$ cat src/rtl/hazard_controller.sv
// Stall/flush/forward control for the 5-stage pipeline plus mult/div busy sequencing; stalls are zero-latency combinational.
// HI/LO goes valid MD_LATENCY cycles after MdStartE. Optional perf counters are enabled by HAZ_PERF_CNT_EN.
`timescale 1ns/1ps
module hazard_controller #(
  parameter int MD_LATENCY = 32,
  parameter int CNT_W      = 8
) (
  input  logic       CLK,
  input  logic       RST,
  input  logic [4:0] rsD,
  input  logic [4:0] rtD,
  input  logic [4:0] rsE,
  input  logic [4:0] rtE,
  input  logic [4:0] WriteRegE,
  input  logic [4:0] WriteRegM,
  input  logic [4:0] WriteRegW,
  input  logic       RegWriteE,
  input  logic       RegWriteM,
  input  logic       RegWriteW,
  input  logic       MemToRegE,
  input  logic       MemToRegM,
  input  logic       BranchD,
  input  logic       PCSrcD,
  input  logic       JumpD,
  input  logic       MdStartE,
  input  logic       MdUseD,
  output logic        StallF,
  output logic        StallD,
  output logic        FlushD,
  output logic        FlushE,
  output logic        ForwardAD,
  output logic        ForwardBD,
  output logic [1:0]  ForwardAE,
  output logic [1:0]  ForwardBE,
  output logic        MdBusy,
  output logic [31:0] StallCount,
  output logic [31:0] FlushCount
);

  typedef enum logic {IDLE = 1'b0, BUSY = 1'b1} mdState_t;

  mdState_t         mdState;
  logic [CNT_W-1:0] mdCnt;

  logic writeM, writeW, writeE, loadM;
  logic lwStall, brStall, mdStall, stall;

  assign writeE = RegWriteE && (WriteRegE != 5'd0);
  assign writeM = RegWriteM && (WriteRegM != 5'd0);
  assign writeW = RegWriteW && (WriteRegW != 5'd0);
  assign loadM  = MemToRegM && (WriteRegM != 5'd0);

  // MEM result is newer than WB, so it wins when both match.
  always_comb begin
    ForwardAE = 2'b00;
    if (writeM && (WriteRegM == rsE))      ForwardAE = 2'b10;
    else if (writeW && (WriteRegW == rsE)) ForwardAE = 2'b01;
    ForwardBE = 2'b00;
    if (writeM && (WriteRegM == rtE))      ForwardBE = 2'b10;
    else if (writeW && (WriteRegW == rtE)) ForwardBE = 2'b01;
  end

  assign ForwardAD = writeM && (WriteRegM == rsD);
  assign ForwardBD = writeM && (WriteRegM == rtD);

  assign lwStall = MemToRegE && writeE && ((WriteRegE == rsD) || (WriteRegE == rtD));
  assign brStall = BranchD &&
                   ((writeE && ((WriteRegE == rsD) || (WriteRegE == rtD))) ||
                    (loadM  && ((WriteRegM == rsD) || (WriteRegM == rtD))));
  assign mdStall = MdUseD && (mdState == BUSY);
  assign stall   = (lwStall || brStall || mdStall) && !RST;

  assign StallF = stall;
  assign StallD = stall;
  assign FlushE = stall || RST;
  // A stalled branch has not resolved yet, so it must not flush IF/ID.
  assign FlushD = ((PCSrcD || JumpD) && !stall) || RST;
  assign MdBusy = (mdState == BUSY) && !RST;

  always_ff @(posedge CLK) begin
    if (RST) begin
      mdState <= IDLE;
      mdCnt   <= '0;
    end else begin
      case (mdState)
        IDLE: begin
          if (MdStartE) begin
            mdState <= BUSY;
            mdCnt   <= CNT_W'(MD_LATENCY - 1);
          end
        end
        BUSY: begin
          mdCnt <= mdCnt - 1'b1;
          if (mdCnt == CNT_W'(1)) mdState <= IDLE;
        end
        default: mdState <= IDLE;
      endcase
    end
  end

`ifdef HAZ_PERF_CNT_EN
  always_ff @(posedge CLK) begin
    if (RST) begin
      StallCount <= '0;
      FlushCount <= '0;
    end else begin
      if (stall && (StallCount != 32'hFFFF_FFFF))  StallCount <= StallCount + 32'd1;
      if (FlushD && (FlushCount != 32'hFFFF_FFFF)) FlushCount <= FlushCount + 32'd1;
    end
  end
`else
  assign StallCount = 32'd0;
  assign FlushCount = 32'd0;
`endif

endmodule

$ cat config.mk
export PLATFORM = sky130hd
export DESIGN_NAME = hazard_controller
export DESIGN_NICKNAME = d
export VERILOG_FILES = /design/src/rtl/hazard_controller.sv
export SDC_FILE = /design/constraint.sdc
export NUM_CORES = 1
export LEC_CHECK = 0
export ABC_AREA = 1
export ABC_CLOCK_PERIOD_IN_PS = 5100
export CORE_AREA = 2 2 69 71
export CTS_BUF_LIST = sky130_fd_sc_hd__clkbuf_4
export DETAILED_ROUTE_END_ITERATION = 12
export DIE_AREA = 0 0 71 73
export PLACE_DENSITY = 0.95
export SYNTH_ARGS = -nofsm -noshare
export SYNTH_HDL_FRONTEND = slang
export SYNTH_SLANG_ARGS = --single-unit
$ cat constraint.sdc
create_clock -name CLK -period 5.1 [get_ports CLK]
set_clock_uncertainty 0.2 [all_clocks]
set_input_delay 1.53 -clock CLK [delete_from_list [all_inputs] [get_ports CLK]]
set_output_delay 1.53 -clock CLK [all_outputs]
set_load 0.005 [all_outputs]
== After elaboration in Yosys (flattened, before gate mapping) ==
Cells that the tools add are included.
Operators by class
  add/subtract/negate cells: 1
  multipliers: 0
  divide/modulo/power cells: 0
  order comparisons: 0
  eq/ne operators: 10
  shift-type cells: 0
  multiplexer cells: 9
  bitwise logic cells: 1
  reduce and logical (&&, ||, !) cells: 32
Operators by type and width (count)
  $eq A5 B5 Y1: 8
  $logic_and A1 B1 Y1: 19
  $pmux W8 S2: 1
  $reduce_bool A5 Y1: 3
  $eq A8 B1 Y1 const B: 1
  $logic_or A1 B1 Y1: 8
  $mux W8: 1
  $sub A8 B1 Y8 const B: 1
  $mux W1: 4
  $mux W2: 2
  $logic_not A1 Y1: 2
  $ne A2 B2 Y1 const B: 1
  $pmux W1 S2: 1
  $not A1 Y1: 1
Storage, ports and cells
  register bits: 9
  bits in latches: 0
  RAM bits: 0
  bits in read-only memories: 0
  output and inout bits: 75
  logic and storage cells: 55
  memories kept: 0

== Logic depth before layout (Yosys ltp) ==
Gate-level depths: netlist of the first run.
  depth after elaboration: 11
  depth in mapped cells: 12
  mapped depth without buffers: 11

== Worst setup path before layout of the first run ==
No wires, ideal clock.
  path type: input to output
  from: input WriteRegM[0]
  to: output StallF
  data arrival time: 2.426 ns
  path slack: 0.944 ns
  stages on the path: 11
  path buffers: 2
  path through: buf_6 -> nor2_1 -> nor2_1 -> nor2_1 -> nand3_1 -> nand2_1 -> nand2_1 -> nand2_1 -> nand2_2 -> a21oi_2 -> buf_4
On the way
  word-level cells in the longest chain between the ends: 8
  elaborated cells on any way between the ends: 11
  classes of those cells: 2 x eq/ne; 9 x reduce/logical
Ends and longest elaborated chain
  start, declared: line 15  | input logic [4:0] WriteRegM,
  $eq A5 B5 Y1 or $reduce_bool A5 Y1 (tied branches): line 69, 51
  $logic_or A1 B1 Y1 or $logic_and A1 B1 Y1 (tied branches): line 69, 51
  $logic_and A1 B1 Y1 (*): line 69  | (loadM && ((WriteRegM == rsD) || (WriteRegM == rtD))));
  $logic_or A1 B1 Y1 (*): line 68  | ((writeE && ((WriteRegE == rsD) || (WriteRegE == rtD))) ||
  $logic_and A1 B1 Y1 (*): line 67  | assign brStall = BranchD &&
  $logic_or A1 B1 Y1 (*) (2 in a row): line 71  | assign stall = (lwStall || brStall || mdStall) && !RST;
  $logic_and A1 B1 Y1 (*): line 71
  end, declared: line 27  | output logic StallF,
Every way passes the cells marked *; elsewhere a longest branch is shown, timed or not.

== Final worst setup path of the first run ==
  from: input WriteRegW[0]
  to: output ForwardAE[0]
On the way
  word-level cells in the longest chain between the ends: 5
  elaborated cells on any way between the ends: 6
  classes of those cells: 1 x eq/ne; 2 x mux; 3 x reduce/logical
Ends and longest elaborated chain
  start, declared: line 16  | input logic [4:0] WriteRegW,
  $reduce_bool A5 Y1: line 50  | assign writeW = RegWriteW && (WriteRegW != 5'd0);
  $logic_and A1 B1 Y1: line 50
  $logic_and A1 B1 Y1 (*): line 57  | else if (writeW && (WriteRegW == rsE)) ForwardAE = 2'b01;
  $mux W1 (*): line 57
  $mux W2 (*): line 56  | if (writeM && (WriteRegM == rsE)) ForwardAE = 2'b10;
  end, declared: line 33  | output logic [1:0] ForwardAE,
Marked as above.

==> results by group, run 1 <==
Clock network
  • Worst skew pair latency: 0.27 ns
  • H-tree depth: 1
  • CTS max path bufs: 2
  • CTS sink cnt: 9
  • Post CTS Setup Buffer Count: 0
  • Reg clk slew, reported paths: 0.06 ns
  • TritonCTS buffer count: 3
  • CTS tree: yes
  • Clock Tree Root: clkbuf_4

Layout
  • Ant diodes: 0
  • Layout cells sized above 1: 9.76%
  • Most frequent cells in the layout: conb_1, nand2_1, clkdlybuf4s50_1, inv_1, nor2_1
  • Commonest non-fill, non-tap cell in the layout: conb_1
  • Final instance area: 2140 sq um
  • Final Net Count: 378
  • Non-Filler Instances: 382
  • Filler cells: 450
  • Area grow syn2layout: 26.9%

Die
  • IO Pins: 122
  • Die Wd: 71 um
  • DIE AREA: 5180 sq um
  • Core Rows: 25
  • Core Box Area: 4540 sq um
  • Starting Density: 37.2%
  • Die H: 73 um

Critical path
  • Worst reg-to-reg path cell count: 4
  • CP most frequent cell: clkdlybuf4s50_1
  • Data required, critical path: 3.37 ns
  • CP endpoint kind: primary output
  • Worst path max stage delay: 0.49 ns
  • Reg-to-reg slack, setup: 3.62 ns
  • Crit Path Category: in -> out
  • Critical path's top delay family: buffers and inverters
  • Startpoint types: input port
  • Slowest cell on the critical path: clkdlybuf4s50_1
  • WP buf/inv: 3
  • Crit path max fanout: 3
  • Reg-to-Reg Start: mdState
  • FF-to-FF End: mdCnt[5]
  • CP cell instances: clkdlybuf4s50_1, or2_2, o41ai_1, inv_1, nand3_1, nor2_1, clkdlybuf4s50_1
  • Arr. time, crit path: 3.26 ns
  • Stages on the worst setup path: 7

Synth
  • Synth warn: 0
  • Distinct cells, synth: 30
  • Top FF cell, synth: dfxtp_1
  • EDFF count, synth: 0
  • Syn avg cell area: 6.37 sq um
  • Synthesized area: 1690 sq um
  • Synthesized instance count: 265
  • Sequential area share after synthesis: 10.7%
  • Async SR Flop Fraction: 0%
  • #FFs+latches synth: 9

Global routing
  • Largest net degree at the start of global routing: 11
  • All-layer global routing usage: 14.7%
  • Total grt overflow: 0
  • Vias in the first global route: 1426
  • First-pass GRT wire length: 6150 um
  • Initial antenna violation count: 0

Job
  • Max-Cap Viols: 0

STA
  • Fmax: 200 MHz
  • Final-report hold violation count: 0
  • Final setup fails: 0
  • Slew Limit Fails: 0
  • Final worst path period need: 4.99 ns
  • Fin Setup TNS: 0 ns
  • Period Utilization, post-route: 97.8%
  • RSZ-0062 raised after global routing: no

Placement
  • Dpl cells: 378
  • Dpl cell area: 2100 sq um
  • Dpl hpwl: 3520 um
  • Placer Congestion: 0.903
  • IO Port Bufs: 57

Route
  • Vias/cell: 4.28
  • 1st-iter DRT viols: 67
  • Vias post-DR: 1634
  • WL/cell: 10.7 um
  • DRC Markers: 0
  • Pre-antenna DRT Iters: 4
  • Final WL: 4070 um
  • Post-detailed-route count of antenna-violating nets: 0

Pwr
  • Peak VDD IR: 59.3 uV
  • Cell area power density: 135 nW/um^2
  • Leakage: 1.20 nW

Hold path
  • Hold Path End: mdCnt[5]
  • Hold Path Depth: 2
  • Hold WC Path Type: reg -> reg
  • Hold wc startpoint: mdCnt[5]

Status
  • Outcome: completed
==> layout make-up <==
type,instances,area (sq um),share of cell area [%]
flip-flops and latches,9,180,8.41
clock buffers,4,30.0,1.40
inverters,33,126,5.90
multi-input cells,214,1080,50.2
well taps,54,67.6,3.15
repair buffers,68,662,30.9
==> per-stage QoR <==
stage	util (%)	hold WS (ns)	power, mW	setup WS [ns]
after floorplan	-	0.237	0.197	0.944
after global placement	46.2	0.253	0.221	-0.0724
after detailed placement	46.2	0.275	0.227	-0.167
after CTS	46.8	0.284	0.290	0.00992
after global routing	47.2	0.304	0.311	0.0155
final	47.2	0.282	0.289	0.110
==> synth_stat cells, drive strengths merged, types with 2 or more instances <==
library cell / n / area (sq um)
o41ai: 2 / 17.5
a21oi: 8 / 43.8
xnor2: 13 / 114
nor2: 19 / 71.3
dfxtp: 9 / 180
inv: 33 / 126
or2: 4 / 25.0
nor3: 3 / 20.0
a211oi: 2 / 15.0
nand3: 14 / 70.1
nand4: 2 / 12.5
ha: 2 / 25.0
buf: 71 / 546
nand2: 57 / 221
xor2: 13 / 114
nor4: 4 / 37.5
o21ai: 5 / 25.0
==> report_power, final <==
part | switching, mW | internal [mW]
logic | 0.0729 | 0.0697
registers | 0.00616 | 0.0766
clock network | 0.0280 | 0.0357
total | 0.107 | 0.182
==> worst max path at each step <==
stage	start	end
4_1_cts	WriteRegE[2]	StallD
3_3_place_gp	WriteRegM[1]	StallD
5_1_grt	WriteRegE[1]	FlushD
2_1_floorplan	WriteRegM[0]	StallF
6_report	WriteRegW[0]	ForwardAE[0]
3_5_place_dp	WriteRegM[1]	StallD
==> metal layers <==
metal  routed length [um]  global-route usage [%]  vias up
met1                 1600                    17.4      721
li1                     -                       -      815
met2                 2140                    26.8       86
met4                  115                    6.71        0
met3                  220                    1.52       12
met5                    0                       0        -
==> sequential cells by signal (all words and copies together) (netlist names) <==
register / flops
mdCnt: 8
mdState: 1
==> worst min-delay path, cell delays in order, from the launching register on <==
cell and delay (ns):
dfxtp_1 0.32, nand2_1 0.06, a21oi_1 0.05
==> repair_timing <==
| action | in CTS | in global routing |
|---|---|---|
| endpoints found under the setup margin | 10 | 5 |
| pin swaps | 0 | 1 |
| hold buffers | 0 | 0 |
| cloned | 0 | 0 |
| gates resized for setup | 10 | 8 |
==> logic make-up (layout without fill, tap and decap cells) <==
logic type / after synthesis / count (layout) / share of synthesized area (%)
buffers and inverters: 105 / 105 / 40.0
AND/OR/NAND/NOR: 103 / 103 / 27.1
XOR/XNOR: 26 / 26 / 13.5
AO/OA/AOI/OAI: 19 / 19 / 6.97
flip-flops: 9 / 9 / 10.7
adder cells (fa/ha/maj): 2 / 2 / 1.48
other: 1 / 64 / 0.222
No activity file was read; power rests on OpenSTA's default activity.
==> inputs of run 2 (changes only) <==
--- a/config.mk
+++ b/config.mk
@@ -7,6 +7,7 @@
 export LEC_CHECK = 0
 export ABC_AREA = 1
 export ABC_CLOCK_PERIOD_IN_PS = 5100
+export CAP_MARGIN = 20
 export CORE_AREA = 2 2 69 71
 export CTS_BUF_LIST = sky130_fd_sc_hd__clkbuf_4
 export DETAILED_ROUTE_END_ITERATION = 12
==> results of run 2 <==
Final layout, timing and power as in run 1 (identical DEF).
